`config.mk`:
```
export PLATFORM = sky130hd
export DESIGN_NAME = mem_arbiter
export DESIGN_NICKNAME = d
export VERILOG_FILES = /design/src/rtl/mem_arbiter.sv
export SDC_FILE = /design/constraint.sdc
export NUM_CORES = 1
export LEC_CHECK = 0
export ABC_AREA = 0
export CAP_MARGIN = 20
export CORE_AREA = 2 2 120 122
export CTS_BUF_LIST = sky130_fd_sc_hd__clkbuf_8
export DETAILED_ROUTE_END_ITERATION = 7
export DIE_AREA = 0 0 122 124
export HOLD_SLACK_MARGIN = 0.03
export PLACE_DENSITY_LB_ADDON = 0.2
export SLEW_MARGIN = 20
export SYNTH_ARGS = -nofsm -noshare
export SYNTH_HDL_FRONTEND = slang
export SYNTH_SLANG_ARGS = --single-unit
```
`constraint.sdc`:
```
create_clock -name i_clk -period 3.51 [get_ports i_clk]
set_input_delay 0.702 -clock i_clk [delete_from_list [all_inputs] [get_ports i_clk]]
set_output_delay 0.702 -clock i_clk [all_outputs]
set_load 0.02 [all_outputs]
```
`src/rtl/mem_arbiter.sv`:
```
// Merges fetch and load/store requests onto one memory port and routes in-order
// memory responses back to their requester, dropping fetch data made stale by a flush.
module mem_arbiter #(
  parameter int ADDR_WIDTH      = 32,
  parameter int DATA_WIDTH      = 32,
  parameter int MAX_OUTSTANDING = 4,
  parameter int STARVE_LIMIT    = 4
) (
  input  logic                    i_clk,
  input  logic                    i_rst_n,
  input  logic                    i_flush,
  input  logic                    i_if_req_valid,
  output logic                    o_if_req_ready,
  input  logic [ADDR_WIDTH-1:0]   i_if_req_addr,
  output logic                    o_if_resp_valid,
  output logic [DATA_WIDTH-1:0]   o_if_resp_data,
  input  logic                    i_ls_req_valid,
  output logic                    o_ls_req_ready,
  input  logic [ADDR_WIDTH-1:0]   i_ls_req_addr,
  input  logic                    i_ls_req_we,
  input  logic [DATA_WIDTH-1:0]   i_ls_req_wdata,
  input  logic [DATA_WIDTH/8-1:0] i_ls_req_wmask,
  output logic                    o_ls_resp_valid,
  output logic [DATA_WIDTH-1:0]   o_ls_resp_data,
  output logic                    o_mem_req_valid,
  input  logic                    i_mem_req_ready,
  output logic [ADDR_WIDTH-1:0]   o_mem_req_addr,
  output logic                    o_mem_req_we,
  output logic [DATA_WIDTH-1:0]   o_mem_req_wdata,
  output logic [DATA_WIDTH/8-1:0] o_mem_req_wmask,
  input  logic                    i_mem_resp_valid,
  input  logic [DATA_WIDTH-1:0]   i_mem_resp_data,
  input  logic [31:0]             i_log_fd
);

  localparam int PW = $clog2(MAX_OUTSTANDING);
  localparam int CW = PW + 1;
  localparam int SW = $clog2(STARVE_LIMIT + 1);

  logic [PW-1:0]              wr_ptr_q, wr_ptr_d, rd_ptr_q, rd_ptr_d;
  logic [CW-1:0]              count_q, count_d;
  logic [SW-1:0]              starve_q, starve_d;
  logic [MAX_OUTSTANDING-1:0] src_q, src_d, we_q, we_d, kill_q, kill_d;
  logic                       if_resp_valid_q, if_resp_valid_d;
  logic                       ls_resp_valid_q, ls_resp_valid_d;
  logic [DATA_WIDTH-1:0]      if_resp_data_q, if_resp_data_d;
  logic [DATA_WIDTH-1:0]      ls_resp_data_q, ls_resp_data_d;

  logic full, starved, sel_if, push, pop, head_kill;

  always_comb begin
    full    = (count_q == CW'(MAX_OUTSTANDING));
    starved = (starve_q == SW'(STARVE_LIMIT));
    sel_if  = ~i_flush & (~i_ls_req_valid | (starved & i_if_req_valid));
  end

  assign o_mem_req_valid = ~full & (sel_if ? i_if_req_valid : i_ls_req_valid);
  assign o_if_req_ready  = sel_if & i_mem_req_ready & ~full;
  assign o_ls_req_ready  = ~sel_if & i_mem_req_ready & ~full;
  assign o_mem_req_addr  = sel_if ? i_if_req_addr : i_ls_req_addr;
  assign o_mem_req_we    = ~sel_if & i_ls_req_we;
  assign o_mem_req_wdata = sel_if ? '0 : i_ls_req_wdata;
  assign o_mem_req_wmask = sel_if ? '0 : i_ls_req_wmask;

  assign push      = o_mem_req_valid & i_mem_req_ready;
  assign pop       = i_mem_resp_valid & (count_q != '0);
  // A flush in the pop cycle kills the head too, so the response is dropped.
  assign head_kill = kill_q[rd_ptr_q] | i_flush;

  always_comb begin
    wr_ptr_d        = wr_ptr_q;
    rd_ptr_d        = rd_ptr_q;
    src_d           = src_q;
    we_d            = we_q;
    kill_d          = kill_q;
    starve_d        = starve_q;
    if_resp_valid_d = 1'b0;
    ls_resp_valid_d = 1'b0;
    if_resp_data_d  = if_resp_data_q;
    ls_resp_data_d  = ls_resp_data_q;

    if (i_flush) kill_d = kill_q | ~src_q;

    if (push) begin
      src_d[wr_ptr_q]  = ~sel_if;
      we_d[wr_ptr_q]   = ~sel_if & i_ls_req_we;
      kill_d[wr_ptr_q] = 1'b0;
      wr_ptr_d         = wr_ptr_q + PW'(1);
    end

    if (pop) begin
      rd_ptr_d = rd_ptr_q + PW'(1);
      if (src_q[rd_ptr_q]) begin
        ls_resp_valid_d = 1'b1;
        ls_resp_data_d  = we_q[rd_ptr_q] ? '0 : i_mem_resp_data;
      end else if (!head_kill) begin
        if_resp_valid_d = 1'b1;
        if_resp_data_d  = i_mem_resp_data;
      end
    end

    count_d = count_q + CW'(push) - CW'(pop);

    if (!i_if_req_valid || (push && sel_if)) starve_d = '0;
    else if (push && !sel_if && !starved)    starve_d = starve_q + SW'(1);
  end

  always_ff @(posedge i_clk or negedge i_rst_n) begin
    if (!i_rst_n) begin
      wr_ptr_q        <= '0;
      rd_ptr_q        <= '0;
      count_q         <= '0;
      starve_q        <= '0;
      src_q           <= '0;
      we_q            <= '0;
      kill_q          <= '0;
      if_resp_valid_q <= 1'b0;
      ls_resp_valid_q <= 1'b0;
      if_resp_data_q  <= '0;
      ls_resp_data_q  <= '0;
    end else begin
      wr_ptr_q        <= wr_ptr_d;
      rd_ptr_q        <= rd_ptr_d;
      count_q         <= count_d;
      starve_q        <= starve_d;
      src_q           <= src_d;
      we_q            <= we_d;
      kill_q          <= kill_d;
      if_resp_valid_q <= if_resp_valid_d;
      ls_resp_valid_q <= ls_resp_valid_d;
      if_resp_data_q  <= if_resp_data_d;
      ls_resp_data_q  <= ls_resp_data_d;
    end
  end

  assign o_if_resp_valid = if_resp_valid_q;
  assign o_if_resp_data  = if_resp_data_q;
  assign o_ls_resp_valid = ls_resp_valid_q;
  assign o_ls_resp_data  = ls_resp_data_q;

`ifndef SYNTHESIS
  always @(posedge i_clk) begin
    if (i_rst_n && i_mem_resp_valid && count_q == '0)
      $display("mem_arbiter: memory response with nothing outstanding at %0t", $time);
  end
`endif

endmodule
```
==> results of run 1 <==
[final cells by class]
type | instances | area share
Antenna cell | 1 | 0.000332
Multi-Input combinational cell | 264 | 0.257
Clock inverter | 6 | 0.00796
Clock buffer | 10 | 0.0182
Tap cell | 180 | 0.0298
Inverter | 20 | 0.00995
Sequential cell | 88 | 0.292
Timing Repair Buffer | 289 | 0.385
[stage by stage]
stage | setup slack, ns | cell area (um2)
after global placement | 0.0746 | 7300
after global routing | 0.00602 | 7550
after floorplan | 0.505 | 4330
final | 0.112 | 7550
after CTS | 0.0578 | 7500
after detailed placement | 0.0634 | 7300
[synthesized netlist by cell type (all sizes together)]
cell / instances
nor2b: 38
a211o: 1
o31ai: 1
nor2: 2
o211a: 1
nand2b: 2
clkbuf: 15
a21o: 1
xnor2: 4
buf: 10
nand3: 2
inv: 20
a21oi: 12
fa: 1
mux4: 2
o21ai: 33
o22ai: 1
dfrtp: 88
nand2: 73
mux2: 70
xor2: 1
nor3b: 1
mux2i: 6
nor4: 1
or3: 1
a211oi: 2
ha: 8
[worst min-delay path by stage]
stage	cells after the start	from	to	slack, ns
detailed placement	2	o_ls_resp_data[27]	o_ls_resp_data[27]	0.47
CTS	1	i_rst_n	o_if_resp_valid	0.48
finish	1	i_rst_n	o_ls_resp_data[25]	0.45
floorplan	0	i_rst_n	count_q[0]	0.41
global placement	2	o_ls_resp_data[19]	o_ls_resp_data[19]	0.46
global route	1	i_rst_n	o_ls_resp_data[26]	0.50
[sequential cells by signal, summed over array words and instances (netlist names)]
name / flops
o_if_resp_data: 32
o_ls_resp_data: 32
kill_q: 4
src_q: 4
we_q: 4
count_q: 3
starve_q: 3
rd_ptr_q: 2
wr_ptr_q: 2
o_if_resp_valid: 1
o_ls_resp_valid: 1
[cells in the final DEF, fill, tap and decap left out, types with 2 or more instances in the layout]
master / instances
clkdlybuf4s50_1: 267
dfrtp_1: 88
nand2_1: 72
mux2_2: 68
nor2b_1: 38
o21ai_0: 33
inv_1: 21
buf_4: 13
a21oi_1: 11
clkbuf_8: 10
ha_1: 8
dlymetal6s2s_1: 7
mux2i_1: 6
xnor2_1: 4
nand2b_1: 2
nand3_1: 2
mux4_2: 2
nor2_1: 2
mux2_1: 2
clkinv_2: 2
[cells by family (layout without fill, tap and decap cells)]
logic type	after synthesis	count (layout)	synth area share
other cells	0	1	0
flops	88	88	0.508
simple gates	120	120	0.133
buf+inv	45	325	0.0474
xor+xnor	5	5	0.0101
compound gates	52	52	0.0670
fa+ha+maj	9	9	0.0277
mux	78	78	0.206
[per-layer routing]
layer | global-route usage | vias up
li1 | - | 1867
met1 | 0.190 | 1833
met2 | 0.334 | 175
met3 | 0.0595 | 18
met4 | 0.0733 | 0
met5 | 0 | -
[power by group through the flow]
stage	combinational [uW]	sequential [uW]	clock [uW]
final	2700	1740	695
after global routing	2930	1810	770
after CTS	2740	1750	724
after detailed placement	2730	1770	0
after global placement	2680	1740	0
after floorplan	1070	2150	0
[repair_timing]
| item | in CTS | in global routing |
|---|---|---|
| setup endpoints to repair | 0 | 7 |
| resized for setup | 0 | 7 |
| setup buffers | 0 | 0 |
==> reports/results.txt, run 1 <==
Outcome: finished clean
Clock-pin transition on the worst setup and hold timing paths: 0.09 ns
Worst path bufs/invs: 3
Max Used Layer: met4
Critical Path Sink: o_mem_req_addr[22]
Avg Cell Area, Syn: 10.9 um2
RR Endpoint: count_q[2]
Met2 WL: 7530 um
Slew margin rel.: 0.430
Max-Cap Viols: 0
Worst-path fanout max: 25
Post-Syn Instances: 397
First-pass DRT Iterations: 4
Synth-to-layout area growth: 74.3%
Gp weighted congestion: 0.847
Initial Util: 0.316
CP Launch Type: input pin
Initial antenna violation count: 1
Reg area: 0.00220 mm2
Seq/Total Area, Yosys: 0.508
# IOs: 310
Hold Crit Class: input pin to async pin
Post-route DRC: 0
Dpl hpwl: 11000 um
Yosys top cell area share: 0.508
Final antenna-violating net count: 0
RSZ-0062 raised after global routing: no
Tightest Pin Transition: 0.855 ns
Drt total wl: 14000 um
Crit share post-route: 0.968
FF+latch count, synth: 88
CTS Buf Count: 9
Synth unique cells: 31
Reg power frac: 0.340
CP startpoint: i_if_req_valid
P_leak: 0.00329 uW
Worst path top cell family by delay: buffers and inverters
Worst r2r src: count_q[1]
# setup viols final: 0
Filler cells: 1223
Cts hold-fix bufs: 0
Chip height: 124 um
Most frequent CP cell: clkdlybuf4s50_1
Top cell type by total area after synthesis: dfrtp_1
Met3 wire length: 1220 um
Top area cells in the synthesized netlist: dfrtp_1 (51%), mux2_2 (18%), nand2_1 (6.3%)
Syn Nets: 578
Overall Global Routing Usage: 0.181
Final hold vios: 0
CTS Sinks: 88
Psw: 1990 uW
Slowest cell on the critical path: clkdlybuf4s50_1
DP Cell Count: 840
Post-Route M1 WL: 4950 um
Hold_ws: 0.448 ns
Instance count on the critical path: 6
Critical path, cell by cell: clkdlybuf4s50_1, nand3_1, a21oi_4, buf_12, mux2_2, clkdlybuf4s50_1
Die Footprint: 0.0151 mm2
DRT iter0 DRCs: 194
Worst VDD drop: 0.282 mV
Total Negative Setup Slacks: 0 ns
Final min period: 3.40 ns
Routed WL per cell: 16.3 um
Yosys warns: 0
CORE AREA: 0.0137 mm2
Vias/cell: 4.54
Sw frac: 0.387
Power Internal: 3150 uW
Footprint of the multi-input gates: 0.00194 mm2
Number of global-route vias before repair: 3951
Largest net degree at the start of global routing: 70
Max Root-Sink Buffers: 2
Clk_lat worst skew: 0.36 ns
Port Buf Inserts: 277
Syn Std Cell Area: 0.00433 mm2
Via Count: 3893
Total grt overflow: 0
Reg2Reg Depth: 8
CP required: 2.81 ns
Comb pwr share: 0.525
Placement Rows: 43
CTS tree: done
Utilization after layout: 0.550
R2r setup slk: 1.12 ns
Final Slew Violations: 0
Worst path max stage delay: 0.57 ns
Clock power frac: 0.135
Critical path data arrival time: 2.70 ns
Final non-filler cell total: 858
Root Buffer: clkbuf_8
Pwr per Cell Area: 681 mW/mm2
H-tree levels: 3
Total power draw: 5140 uW
Highest achievable clock rate: 294 MHz
Die Span X: 122 um
First-pass GRT wire length: 20800 um
Final net count: 853
Final Skew: 0.0165 ns
Critical Path End Type: output pin
Layout cells sized above 1: 0.155
Setup CP Type: input pin to output pin
Power figures use the tool's default switching activity.
==> run 2, diff against run 1 <==
--- a/config.mk
+++ b/config.mk
@@ -6,11 +6,12 @@
 export NUM_CORES = 1
 export LEC_CHECK = 0
 export ABC_AREA = 0
-export CAP_MARGIN = 20
+export CAP_MARGIN = 10
 export CORE_AREA = 2 2 120 122
 export CTS_BUF_LIST = sky130_fd_sc_hd__clkbuf_8
 export DETAILED_ROUTE_END_ITERATION = 7
 export DIE_AREA = 0 0 122 124
+export GPL_TIMING_DRIVEN = 0
 export HOLD_SLACK_MARGIN = 0.03
 export PLACE_DENSITY_LB_ADDON = 0.2
 export SLEW_MARGIN = 20
==> reports/results.txt, run 2 (synthesized netlist as in run 1, its figures left out) <==
Outcome: finished clean
Worst path max stage delay: 0.53 ns
Root Buffer: clkbuf_8
CTS Buf Count: 9
Max Used Layer: met4
# setup viols final: 0
Worst-path fanout max: 10
Vias/cell: 4.57
Chip height: 124 um
Cts hold-fix bufs: 0
Most common cell after layout, fill and taps aside: clkdlybuf4s50_1
Crit share post-route: 0.951
Sw frac: 0.396
Critical Path End Type: output pin
Number of global-route vias before repair: 4118
Total grt overflow: 0
Die Span X: 122 um
Hold_ws: 0.314 ns
Layout cells sized above 1: 0.154
Final antenna-violating net count: 0
Max Root-Sink Buffers: 2
Psw: 2030 uW
Post-DP Area: 0.00734 mm2
Worst r2r src: count_q[2]
Overall Global Routing Usage: 0.187
Worst VDD drop: 0.251 mV
Die Footprint: 0.0151 mm2
R2r setup slk: 0.72 ns
Via Count: 3980
Reg2Reg Depth: 10
Critical path, cell by cell: clkdlybuf4s50_1, nand3_1, a21oi_2, buf_6, buf_4, mux2_2, dlygate4sd2_1
Gp weighted congestion: 0.897
Post-CTS Setup Bufs: 0
H-tree levels: 3
Place WS: -0.561 ns
RSZ-0062 raised after global routing: no
Synth-to-layout area growth: 73.5%
Comb pwr share: 0.536
Routed WL per cell: 16.5 um
Port Buf Inserts: 276
Hold Crit Class: input pin to async pin
Met3 wire length: 1240 um
Slowest cell on the critical path: clkdlybuf4s50_1
Dpl hpwl: 12100 um
Diode count: 0
CTS Sinks: 88
CP required: 2.81 ns
Pwr per Cell Area: 684 mW/mm2
Initial Util: 0.316
Commonest non-fill, non-tap cells in the layout: clkdlybuf4s50_1 (246), dfrtp_1 (88), nand2_1 (73), mux2_2 (68), nor2b_1 (38)
Power Internal: 3110 uW
# IOs: 310
CORE AREA: 0.0137 mm2
P_leak: 0.00327 uW
Placement Rows: 43
Final net count: 866
First-pass GRT wire length: 21600 um
Post-route DRC: 0
Met2 WL: 7790 um
Slew margin rel.: 0.629
Final WS setup: 0.171 ns
Highest achievable clock rate: 299 MHz
Clock-pin transition on the worst setup and hold timing paths: 0.09 ns
Reg power frac: 0.338
Fin area: 0.00752 mm2
Utilization after layout: 0.548
Final Slew Violations: 0
CTS tree: done
Largest net degree at the start of global routing: 51
Total power draw: 5140 uW
Clock power frac: 0.126
CP Launch Type: input pin
Tightest Pin Transition: 0.552 ns
Final Skew: 0.0157 ns
Final min period: 3.34 ns
DRT iter0 DRCs: 189
First-pass DRT Iterations: 4
Drt total wl: 14400 um
Max-Cap Viols: 0
Post-Route M1 WL: 4990 um
Final hold vios: 0
RR Endpoint: count_q[2]
Filler cells: 1236
Setup CP Type: input pin to output pin
Critical path data arrival time: 2.64 ns
Clk_lat worst skew: 0.36 ns
Initial antenna violation count: 0
==> run 2: power groups by stage <==
stage | logic [uW] | registers (uW) | clock network, uW
after floorplan | 1070 | 2150 | 0
after global placement | 2760 | 1730 | 0
after detailed placement | 2820 | 1760 | 0
after CTS | 2800 | 1740 | 667
after global routing | 2990 | 1800 | 713
final | 2760 | 1740 | 645
==> run 2: repair_timing <==
item / 4_1_cts / 5_1_grt
resized for setup: 34 / 10
setup endpoints to repair: 60 / 39
pin swaps: 0 / 1
==> run 2: layout make-up <==
type,count,area [um2],share of cell area
well taps,180,225,0.0300
clock buffers,10,138,0.0183
inverters,20,75.1,0.00999
multi-input cells,264,1930,0.256
clock inverters,6,43.8,0.00583
repair buffers,277,2760,0.367
flip-flops and latches,88,2200,0.293
plain buffers,25,150,0.0200
==> run 2: metrics by stage <==
stage / instances / setup TNS (ns)
2_1_floorplan: 397 / 0
3_3_place_gp: 853 / -137.48
3_5_place_dp: 854 / -12.81
4_1_cts: 870 / 0
5_1_grt: 870 / 0
6_report: 870 / 0
==> run 2: critical path: cells and delay by family <==
kind            cells  cell delay [ns]
compound gates      1             0.21
buf+inv             4             1.27
mux                 1             0.34
simple gates        1             0.11
==> run 2: worst max-delay path by stage <==
stage,start,endpoint,cells past startpoint
final,i_if_req_valid,o_mem_req_addr[25],7
after global routing,i_if_req_valid,o_mem_req_addr[27],7
after CTS,i_if_req_valid,o_mem_req_wdata[21],7
after detailed placement,i_if_req_valid,o_mem_req_addr[27],7
after global placement,i_rst_n,o_if_resp_data[3],1
after floorplan,i_flush,count_q[2],11
==> run 2: metal layers <==
metal | global-route usage | up-vias
met2 | 0.349 | 177
met5 | 0 | -
met3 | 0.0604 | 22
li1 | - | 1890
met4 | 0.0733 | 0
met1 | 0.195 | 1891
